<file path="config.mk">
export PLATFORM = sky130hd
export DESIGN_NAME = jump_pc
export DESIGN_NICKNAME = d
export VERILOG_FILES = /design/src/rtl/hack_pkg.sv /design/src/rtl/Or8Way.sv /design/src/rtl/jump_cond.sv /design/src/rtl/jump_pc.sv
export SDC_FILE = /design/constraint.sdc
export NUM_CORES = 1
export LEC_CHECK = 0
export ABC_AREA = 1
export BUFFER_PORTS_ARGS = -buffer_cell sky130_fd_sc_hd__buf_2
export CORE_MARGIN = 5
export CORE_UTILIZATION = 43
export CTS_CLUSTER_DIAMETER = 50
export DETAILED_ROUTE_END_ITERATION = 8
export HOLD_SLACK_MARGIN = 0.15
export PLACE_DENSITY = 0.7
export SLEW_MARGIN = 30
export SYNTH_ARGS = -nofsm -noshare
export SYNTH_HDL_FRONTEND = slang
export SYNTH_SLANG_ARGS = --single-unit
</file>
<file path="constraint.sdc">
create_clock -name clk -period 3.25 [get_ports clk]
set_input_delay 0.325 -clock clk [delete_from_list [all_inputs] [get_ports clk]]
set_output_delay 0.325 -clock clk [all_outputs]
set_load 0.01 [all_outputs]
</file>
<file path="src/rtl/hack_pkg.sv">
// Shared definitions for the Hack-CPU program-counter slice.
// Holds the default datapath width, the PC-stage state encoding and the
// bit positions of the three jump bits inside an instruction.
package hack_pkg;

  // Default address/data width of the Hack machine.
  localparam int HACK_W = 16;

  // Positions of the jump bits {j1, j2, j3} inside the 3-bit jump field.
  // J_LT jumps on a negative result.
  // J_EQ jumps on a zero result.
  // J_GT jumps on a strictly positive result.
  localparam int J_LT = 2;
  localparam int J_EQ = 1;
  localparam int J_GT = 0;

  // PC stage states.
  // RUN accepts instruction beats.
  // FLUSH is the single bubble cycle that follows a taken jump.
  typedef enum logic [0:0] {
    RUN   = 1'b0,
    FLUSH = 1'b1
  } pc_state_e;

  // Jump decision from the three jump bits and the two ALU flags.
  // Keeping this expression in one place keeps every user consistent.
  function automatic logic jump_taken(input logic [2:0] j,
                                      input logic       ng,
                                      input logic       zr);
    logic pos;
    pos        = ~ng & ~zr;
    jump_taken = (j[J_LT] & ng) | (j[J_EQ] & zr) | (j[J_GT] & pos);
  endfunction

endpackage

</file>
<file path="src/rtl/Or8Way.sv">
// Eight-input OR gate from the Hack gate library.
// Its output is high when any of the eight input bits is high.
module Or8Way (
  input  logic [7:0] in_i,
  output logic       out_o
);

  // Reduce the byte to a single "any bit set" indication.
  always_comb begin
    out_o = |in_i;
  end

endmodule

</file>
<file path="src/rtl/jump_cond.sv">
// Jump-condition evaluator.
// Derives the zr and ng flags from the ALU result and combines them with
// the jump bits. zr is built byte by byte from Or8Way gates, so the
// zero-detect tree matches the gate library used elsewhere in the CPU.
module jump_cond
  import hack_pkg::*;
#(
  parameter int WIDTH = HACK_W
) (
  input  logic [2:0]       j_i,
  input  logic [WIDTH-1:0] alu_out_i,
  output logic             taken_o
);

  localparam int NBYTES = WIDTH / 8;

  logic [NBYTES-1:0] byteAny;
  logic              zr;
  logic              ng;

  // A width that is not a whole number of bytes cannot be split across Or8Way gates.
  if ((WIDTH % 8) != 0 || WIDTH < 8) begin : g_width_check
    $error("jump_cond: WIDTH must be a non-zero multiple of 8");
  end

  // One Or8Way per byte; each reports whether its byte holds any set bit.
  for (genvar b = 0; b < NBYTES; b++) begin : g_byte_or
    Or8Way u_or8 (
      .in_i  (alu_out_i[b*8 +: 8]),
      .out_o (byteAny[b])
    );
  end

  // Zero when no byte has a set bit; negative when the sign bit is set.
  always_comb begin
    zr      = ~|byteAny;
    ng      = alu_out_i[WIDTH-1];
    taken_o = jump_taken(j_i, ng, zr);
  end

endmodule

</file>
<file path="src/rtl/jump_pc.sv">
// Hack-CPU program-counter stage.
// Registers the next fetch address. A taken jump loads the A value into the PC.
// Any other accepted beat increments the PC.
// Every taken jump is followed by one FLUSH cycle. During that cycle the stage
// refuses input, so the fetch stage can drop the instruction it fetched
// from the old, sequential address.
module jump_pc
  import hack_pkg::*;
#(
  parameter int              WIDTH      = HACK_W,
  parameter logic [WIDTH-1:0] RESET_ADDR = '0
) (
  input  logic             clk,
  input  logic             rst_n,
  input  logic             sreset,
  input  logic             in_valid,
  output logic             in_ready,
  input  logic [2:0]       j,
  input  logic [WIDTH-1:0] alu_out,
  input  logic [WIDTH-1:0] a_in,
  output logic [WIDTH-1:0] pc_out,
  output logic             jumped,
  output logic             flush
);

  pc_state_e        state_q, state_d;
  logic [WIDTH-1:0] pc_q, pc_d;
  logic             jumped_q, jumped_d;
  logic             taken;
  logic             accept;

  jump_cond #(
    .WIDTH (WIDTH)
  ) u_jump_cond (
    .j_i       (j),
    .alu_out_i (alu_out),
    .taken_o   (taken)
  );

  // Handshake outputs decode the state directly, so a beat offered in RUN is accepted the same cycle.
  always_comb begin
    in_ready = (state_q == RUN);
    flush    = (state_q == FLUSH);
    accept   = in_valid & (state_q == RUN);
  end

  // Next-state selection; sreset overrides a jump, a jump overrides an increment, an increment overrides a hold.
  always_comb begin
    state_d  = state_q;
    pc_d     = pc_q;
    jumped_d = 1'b0;
    if (sreset) begin
      state_d = RUN;
      pc_d    = RESET_ADDR;
    end else begin
      unique case (state_q)
        RUN: begin
          if (accept) begin
            if (taken) begin
              pc_d     = a_in;
              jumped_d = 1'b1;
              state_d  = FLUSH;
            end else begin
              pc_d = pc_q + WIDTH'(1);
            end
          end
        end
        FLUSH: begin
          state_d = RUN;
        end
        default: begin
          state_d = RUN;
        end
      endcase
    end
  end

  // State, PC and jump pulse registers; an asynchronous reset abandons any bubble in progress.
  always_ff @(posedge clk or negedge rst_n) begin
    if (!rst_n) begin
      state_q  <= RUN;
      pc_q     <= RESET_ADDR;
      jumped_q <= 1'b0;
    end else begin
      state_q  <= state_d;
      pc_q     <= pc_d;
      jumped_q <= jumped_d;
    end
  end

  // Registered outputs come straight from their flops.
  always_comb begin
    pc_out = pc_q;
    jumped = jumped_q;
  end

endmodule

</file>
==> flow_summary.yaml, run 1 <==
clock_network:
  cts_setup_buffers: 0
  ctsLongestPathBuffers: 2
  hold_buffers: 1
  numCtsBuffers: 3
  cts_resized: 0
  clock-sinks: 17
  cts_root_buffer: "clkbuf_4"
  clk_latency_ps: 300
  path_clk_slew_ps: 110
  htreeDepth: 1
  cts_tree: "yes"
sta:
  fin_hold_ws_ps: 322
  slew_headroom: 0.504
  setup_viol: 0
  drv_slew: 0
  finalHoldViolCount: 0
  finalCritPeriodShare: 0.489
  fin_tns_setup_ps: 0
  worst_pin_slew_ps: 743
  finClkSkew_ps: 7.86
  fmax_mhz: 629
  rsz0062_at_grt: "no"
  post-route-min-period_ps: 1590
die:
  ios: 58
  core_um2: 3080
  die_h_um: 67.1
  die-area_um2: 4500
  die_x_um: 67.1
  row_count: 20
  initial_core_util: 0.455
drt:
  routed_via_density: 4.67
  wl_per_cell_um: 10.7
  routed_wl_um: 3500
  dr.pass1.iters: 4
  drc: 0
  via_count: 1528
  drt_iter0_drc: 54
  drtAntennaViolNets: 0
logic_synthesis:
  ys.flop_type: "dfrtp_1"
  ys_seq_area_frac: 0.304
  ys_types: 23
  synthesis.nets: 266
  syn_avg_cell_area_um2: 6.20
  syn-cell-area_um2: 1400
  synthArstFlopShare: 1.00
  ys_ff_latch: 17
  synth_warnings: 0
  synth_edf_count: 0
  syn_inst: 226
critical_path:
  start_kind: "flop"
  crit_path_start: "pc_out[0]"
  critPathKind: "flop to flop"
  reg2reg_from: "pc_out[0]"
  crit_fanout: 5
  cp_data_arrival_time_ps: 1780
  cp.required_ps: 3440
  cp-end-kind: "flop"
pwr:
  seqPwrFrac: 0.492
  peakVddDrop_mv: 0.125
  power.density_nw_per_um2: 288
  swShare: 0.337
  p_switching_mw: 0.169
  p_clk_frac: 0.236
  leakage_nw: 0.995
  p_int_mw: 0.334
  combPwrFrac: 0.272
placement:
  placed_cell_area_um2: 1710
  place.gp.congestion: 0.816
  hpwl_um: 2610
  port_buffers: 57
grt:
  grt_max_degree: 18
  overflow: 0
  grt_pass1_vias: 1322
  antenna_found_initial: 0
  grt_util_all_layers: 0.169
  grt_pass1_wl_um: 5860
final_layout:
  regArea_um2: 425
  area_growth_pct: 24.6
  nets: 324
  multi_input_area_um2: 821
  fillers: 330
  final_area_um2: 1750
  drive_gt1_frac: 0.272
  diodes: 0
worst_hold_path:
  min_from: "a_in[13]"
  holdCritPathClass: "input pin to flop"
outcome:
  status: "finished, final reports clean"
run:
  cap_viol_max_count: 0
-- synthesized netlist by cell type, types with 2 or more instances --
master | instances | share of area
a21oi_1 | 2 | 0.0071
buf_4 | 2 | 0.011
clkbuf_1 | 2 | 0.0054
dfrtp_1 | 17 | 0.30
inv_1 | 31 | 0.083
nand2_1 | 87 | 0.23
nand2_2 | 9 | 0.040
nand3_1 | 23 | 0.082
nand4_1 | 10 | 0.045
nor2_1 | 22 | 0.059
nor2_2 | 3 | 0.013
o21bai_1 | 3 | 0.016
xnor2_1 | 3 | 0.019
xor2_1 | 3 | 0.019
-- metal layers --
layer | vias up | part of all wire | global-route usage | wire length [um]
met2 | 55 | 0.45 | 0.264 | 1570
met5 | - | 0 | 0 | 0
met1 | 657 | 0.46 | 0.230 | 1610
met4 | 0 | 0.017 | 0.0684 | 61
met3 | 5 | 0.073 | 0.0270 | 256
li1 | 811 | - | - | -
-- logic make-up (layout without fill, tap and decap cells) --
family          after synthesis  in the layout  share of synthesized area
fa+ha+maj                     1              1                    0.00893
buf+inv                      37             94                      0.111
compound gates                5              5                     0.0232
flops                        17             17                      0.304
simple gates                160            160                      0.516
xor+xnor                      6              6                     0.0375
-- registers in the layout, summed over array words and instances, names as in the netlist --
signal  flops
pc_out     16
jumped      1
-- metrics by stage --
step	std cells	worst slack, ps	power (mW)	util
2_1_floorplan	226	1800	0.330	-
3_3_place_gp	322	1590	0.386	0.556
6_report	327	1660	0.503	0.567
3_5_place_dp	322	1520	0.389	0.556
5_1_grt	327	1470	0.544	0.567
4_1_cts	327	1650	0.509	0.567
-- worst paths after layout --
path / endpoint / slack, ps / cells after the start
setup / recovery: pc_out[8] / 1660 / 8
hold / removal: pc_out[13] / 320 / 5
setup reg to reg: pc_out[8] / 1660 / 8
hold reg to reg: pc_out[15] / 540 / 2
max in group asynchronous: pc_out[7] / 2470 / 2
min in group asynchronous: pc_out[10] / 490 / 2
-- layout make-up --
class                      instances  area share
tap                               44      0.0315
timing repair buffer              59       0.173
multi-input combinational        172       0.470
clock buffer                       4      0.0150
inverter                          31      0.0666
sequential                        17       0.244
-- power groups by stage --
stage	clock network, mW	registers [mW]	logic, mW
floorplan	0	0.255	0.0758
global placement	0	0.251	0.135
detailed placement	0	0.251	0.137
CTS	0.123	0.248	0.139
global route	0.137	0.251	0.156
finish	0.119	0.247	0.137
-- cell usage in the layout, fill, tap and decap left out, types with 2 or more instances in the layout --
master / n
nand2_2: 9
nand2_1: 87
buf_2: 57
nand4_1: 10
dfrtp_1: 17
nor2_1: 22
xor2_1: 3
nand3_1: 23
nor2_2: 3
o21bai_1: 3
a21oi_1: 2
xnor2_1: 3
inv_1: 31
clkbuf_4: 3
-- worst max-delay path: stages, from the launching register on --
cell,delay (ps)
dfrtp_1,430
ha_1,200
nand2_1,100
nor2_1,310
nand3_1,120
nand2_1,80
nand4_1,90
nand3_1,110
nand2_1,50
No activity file was read; power rests on OpenSTA's default activity.
==> inputs of run 2 (changes only) <==
clock period = 1.6 ns   (was 3.25 ns; I/O delays follow)
==> flow_summary.yaml, run 2 (synthesis results as in run 1) <==
critical_path:
  cpPeakStageDelay_ps: 420
  cp-end-kind: "flop"
  r2r_setup_slack_ps: 140
  start_kind: "flop"
  crit_buf_inv: 2
  reg2reg_to: "pc_out[11]"
  crit_fanout: 4
  path_delay_family: "simple AND/OR/NAND/NOR gates"
  reg2reg_depth: 9
  reg2reg_from: "pc_out[1]"
  cp_data_arrival_time_ps: 1670
  path_cells: "buf_4 > nand3_2 > inv_1 > nand2_1 > nor2_1 > xor2_1 > nand2_1 > nand3_1 > nand2_1"
  crit_slowest_cell: "dfrtp_1"
  critPathKind: "flop to flop"
  cpMostUsedCell: "nand2_1"
  cp.required_ps: 1800
drt:
  drc: 0
  dr.pass1.iters: 4
  via_count: 1567
  wl_per_cell_um: 11.0
  routed_via_density: 4.66
  drtAntennaViolNets: 0
  drt_iter0_drc: 44
  routed_wl_um: 3710
pwr:
  peakVddDrop_mv: 0.240
  power.density_nw_per_um2: 572
  p_total_mw: 1.05
  leakage_nw: 1.03
grt:
  antenna_found_initial: 0
  grt_pass1_wl_um: 6300
  overflow: 0
  grt_pass1_vias: 1495
  grt_util_all_layers: 0.180
  grt_max_degree: 18
final_layout:
  final_common_cell: "nand2_1"
  largest_reg_flops: 16
  layout_common_cells: "85 x nand2_1, 57 x buf_2, 31 x inv_1, 22 x nand3_1, 19 x nor2_1"
  final_area_um2: 1840
  fillers: 343
  area_growth_pct: 31.6
  nets: 333
  layout.cells.non_filler: 336
  diodes: 0
  drive_gt1_frac: 0.315
clock_network:
  clock-sinks: 17
  clk_latency_ps: 310
  path_clk_slew_ps: 110
  ctsLongestPathBuffers: 2
  numCtsBuffers: 3
  cts_root_buffer: "clkbuf_4"
  htreeDepth: 1
  cts_tree: "yes"
placement:
  port_buffers: 57
  dp_cells: 325
  placed_cell_area_um2: 1730
  hpwl_um: 2660
  place.gp.congestion: 0.835
worst_hold_path:
  min_from: "a_in[5]"
  hold_path_end: "pc_out[5]"
  min_path_cells: 5
  holdCritPathClass: "input pin to flop"
sta:
  setup_viol: 0
  finClkSkew_ps: 9.09
  worst_pin_slew_ps: 424
  finalHoldViolCount: 0
  drv_slew: 0
  slew_headroom: 0.717
  post-route-min-period_ps: 1460
  finalCritPeriodShare: 0.915
  fmax_mhz: 683
  fin_hold_ws_ps: 142
  fin_tns_setup_ps: 0
die:
  core_um2: 3080
  initial_core_util: 0.455
  die_x_um: 67.1
  die_h_um: 67.1
  ios: 58
  row_count: 20
  die-area_um2: 4500
outcome:
  status: "finished, final reports clean"
run:
  cap_viol_max_count: 0
-- run 2: final cells by class --
type	count	area, um^2	share of cell area
Inverter	31	116	0.0631
Tap cell	44	55.1	0.0299
Clock buffer	4	26.3	0.0142
Sequential cell	17	428	0.232
Multi-Input combinational cell	172	841	0.456
Timing Repair Buffer	68	378	0.205
-- run 2: timing repair --
| action | CTS | global route |
|---|---|---|
| endpoints found under the setup margin | 0 | 8 |
| hold endpoints to repair | 20 | 0 |
| buffers inserted | 0 | 3 |
| gates resized for setup | 0 | 9 |
| hold buffers | 4 | 0 |
-- run 2: worst min-delay path: cells and delay by family --
| kind | cells | cell delay (ps) |
|---|---|---|
| buffers and inverters | 2 | 110 |
| and+or+nand+nor | 3 | 150 |
-- run 2: worst max-delay path by stage --
stage | start | endpoint | slack [ps] | depth (start not counted)
floorplan | pc_out[0] | pc_out[8] | 150 | 8
finish | pc_out[1] | pc_out[11] | 140 | 9
global route | pc_out[1] | pc_out[14] | -40 | 10
global placement | pc_out[1] | pc_out[8] | 150 | 8
CTS | pc_out[1] | pc_out[8] | 70 | 8
detailed placement | pc_out[1] | pc_out[8] | 110 | 8
-- run 2: per-stage QoR --
step	worst slack [ps]	util
5_1_grt	-38.4	0.599
4_1_cts	69.3	0.585
3_5_place_dp	114	0.563
6_report	136	0.599
2_1_floorplan	153	-
3_3_place_gp	147	0.563
-- run 2: power by group --
part | internal, mW | total (mW) | leakage [nW] | switching (mW)
Clock | 0.0974 | 0.251 | 0.0150 | 0.153
Combinational | 0.138 | 0.301 | 0.792 | 0.163
Sequential | 0.460 | 0.503 | 0.226 | 0.0425
Total | 0.696 | 1.05 | 1.03 | 0.359
-- run 2: layer usage --
layer	GRT usage	routed length, um	vias up
met3	0.0219	282	5
met1	0.238	1710	684
met2	0.294	1660	51
met4	0.0684	59	0
li1	-	-	827
met5	0	0	-
==> inputs of run 3 (changes only) <==
ABC_AREA = not set   (was 1)
PLACE_DENSITY = 0.72   (was 0.7)
==> flow_summary.yaml, run 3 <==
logic_synthesis:
  syn_avg_cell_area_um2: 9.03
  ys_types: 34
  syn-cell-area_um2: 1190
  syn_inst: 132
  synth_top_area_share: 0.357
  ys_seq_area_frac: 0.357
  synth.largest_area_cell: "dfrtp_1"
  synth_edf_count: 0
  synth_warnings: 0
  synthesis.nets: 172
  yosysMostFrequentCell: "dfrtp_1"
  synth_commonest_cells: "17 x dfrtp_1, 16 x mux2i_1, 11 x nor2_1"
  ys_ff_latch: 17
  synthTopCellsByArea: "dfrtp_1 36%, mux2i_1 13%, o2bb2ai_1 4.4%"
  synthArstFlopShare: 1.00
  ys.flop_type: "dfrtp_1"
pwr:
  power.density_nw_per_um2: 584
  leakage_nw: 0.895
  peakVddDrop_mv: 0.480
  p_total_mw: 1.02
sta:
  setup_viol: 0
  drv_slew: 0
  finalHoldViolCount: 0
  finalCritPeriodShare: 0.956
  rsz0062_at_grt: "yes"
  post-route-min-period_ps: 1530
  fmax_mhz: 654
  slew_headroom: 0.695
  finClkSkew_ps: 5.00
  worst_pin_slew_ps: 458
clock_network:
  clock-sinks: 17
  ctsLongestPathBuffers: 2
  htreeDepth: 1
  cts_root_buffer: "clkbuf_4"
  cts_tree: "yes"
  clk_latency_ps: 300
  numCtsBuffers: 3
  path_clk_slew_ps: 110
critical_path:
  path_cells: "ha_1 > and4_4 > nand4_1 > or3_1 > a21oi_1 > a211o_1"
  crit_fanout: 4
  crit_slowest_cell: "dfrtp_1"
  crit_buf_inv: 0
  path_delay_family: "simple AND/OR/NAND/NOR gates"
  start_kind: "flop"
  cpPeakStageDelay_ps: 370
  cp-end-kind: "flop"
  cp.required_ps: 1850
  critPathKind: "flop to flop"
  cp_data_arrival_time_ps: 1780
die:
  row_count: 19
  die-area_um2: 3930
  die_x_um: 62.7
  ios: 58
  initial_core_util: 0.440
  die_h_um: 62.7
  core_um2: 2710
final_layout:
  nets: 256
  final_area_um2: 1750
  layout_common_cells: "57 x buf_2, 20 x buf_4, 16 x mux2i_1, 15 x dfrtp_1, 11 x nor2_1"
  diodes: 0
  final_common_cell: "buf_2"
  largest_reg_flops: 16
  area_growth_pct: 46.4
  drive_gt1_frac: 0.433
placement:
  placed_cell_area_um2: 1610
  place.gp.congestion: 0.843
  hpwl_um: 2830
  port_buffers: 57
grt:
  antenna_found_initial: 0
  grt_pass1_vias: 1472
  grt_util_all_layers: 0.196
  grt_pass1_wl_um: 6380
  grt_max_degree: 25
  overflow: 0
drt:
  via_count: 1359
  routed_wl_um: 3770
  drt_iter0_drc: 53
  dr.pass1.iters: 4
  routed_via_density: 5.52
  drtAntennaViolNets: 0
  drc: 0
  wl_per_cell_um: 15.3
worst_hold_path:
  holdCritPathClass: "input pin to flop"
run:
  cap_viol_max_count: 0
outcome:
  status: "finished, final reports clean"
run 3: cell count changes after synthesis, moves of 9 or more:
cell	previous run	this run
inv_1	31	9
mux2i_1	0	16
nand2_1	87	8
nand2_2	9	0
nand3_1	23	4
nor2_1	22	11
run 3: cell type report:
type	instances	area (um^2)
Timing Repair Buffer	83	495
Clock buffer	3	22.5
Multi-Input combinational cell	102	722
Fill cell	256	965
Clock inverter	1	5.00
Sequential cell	17	428
Tap cell	31	38.8
Inverter	9	33.8
run 3: cell families after synthesis:
| family | Yosys count | share of synthesized area |
|---|---|---|
| adders and majority gates | 1 | 0.0105 |
| and+or+nand+nor | 49 | 0.234 |
| muxes | 18 | 0.156 |
| AOI/OAI and AO/OA | 34 | 0.183 |
| DFF | 17 | 0.357 |
| buffers and inverters | 13 | 0.0598 |
run 3: timing repair:
| item | 4_1_cts | 5_1_grt |
|---|---|---|
| hold endpoints to repair | 22 | 0 |
| endpoints found under the setup margin | 1 | 13 |
| hold buffers | 6 | 0 |
| setup buffers | 0 | 2 |
| pin swaps | 0 | 2 |
| gates resized for setup | 1 | 9 |
run 3: per-stage QoR:
step | worst slack [ps] | hold WS (ps) | std cells | setup TNS (ps) | utilization
2_1_floorplan | -8.29 | -136 | 132 | -8.29 | -
3_3_place_gp | -33.1 | 104 | 234 | -60.3 | 0.596
3_5_place_dp | -157 | 108 | 234 | -2080 | 0.596
4_1_cts | 11.5 | 153 | 244 | 0 | 0.628
5_1_grt | -13.4 | 156 | 246 | -25.5 | 0.644
6_report | 70.6 | 150 | 246 | 0 | 0.644
run 3: where the power goes:
part | total (mW) | internal (mW) | switching [mW] | leakage, nW
Sequential | 0.475 | 0.454 | 0.0209 | 0.228
Combinational | 0.299 | 0.149 | 0.150 | 0.650
Clock | 0.246 | 0.0933 | 0.152 | 0.0177
Total | 1.02 | 0.696 | 0.324 | 0.895
run 3: worst reg2reg max path, cell delays in order (launching register included):
cell	delay, ps
dfrtp_1	370
ha_1	180
and4_4	250
nand4_1	120
or3_1	330
a21oi_1	130
a211o_1	100
run 3: per-layer routing:
metal / global-route usage / vias to the layer above / share of wire
li1: - / 668 / -
met3: 0.0360 / 6 / 0.058
met4: 0.0743 / 0 / 0.017
met1: 0.229 / 633 / 0.42
met2: 0.351 / 52 / 0.50
met5: 0 / - / 0
run 3: path summary, 6_finish.rpt:
kind	from	slack, ps	depth (start not counted)	endpoint
setup reg to reg	pc_out[0]	70	6	pc_out[14]
min in group asynchronous	rst_n	300	2	pc_out[5]
hold / removal	a_in[7]	150	3	pc_out[7]
hold reg to reg	pc_out[15]	520	1	pc_out[15]
setup / recovery	pc_out[0]	70	6	pc_out[14]
max in group asynchronous	rst_n	1000	2	pc_out[6]
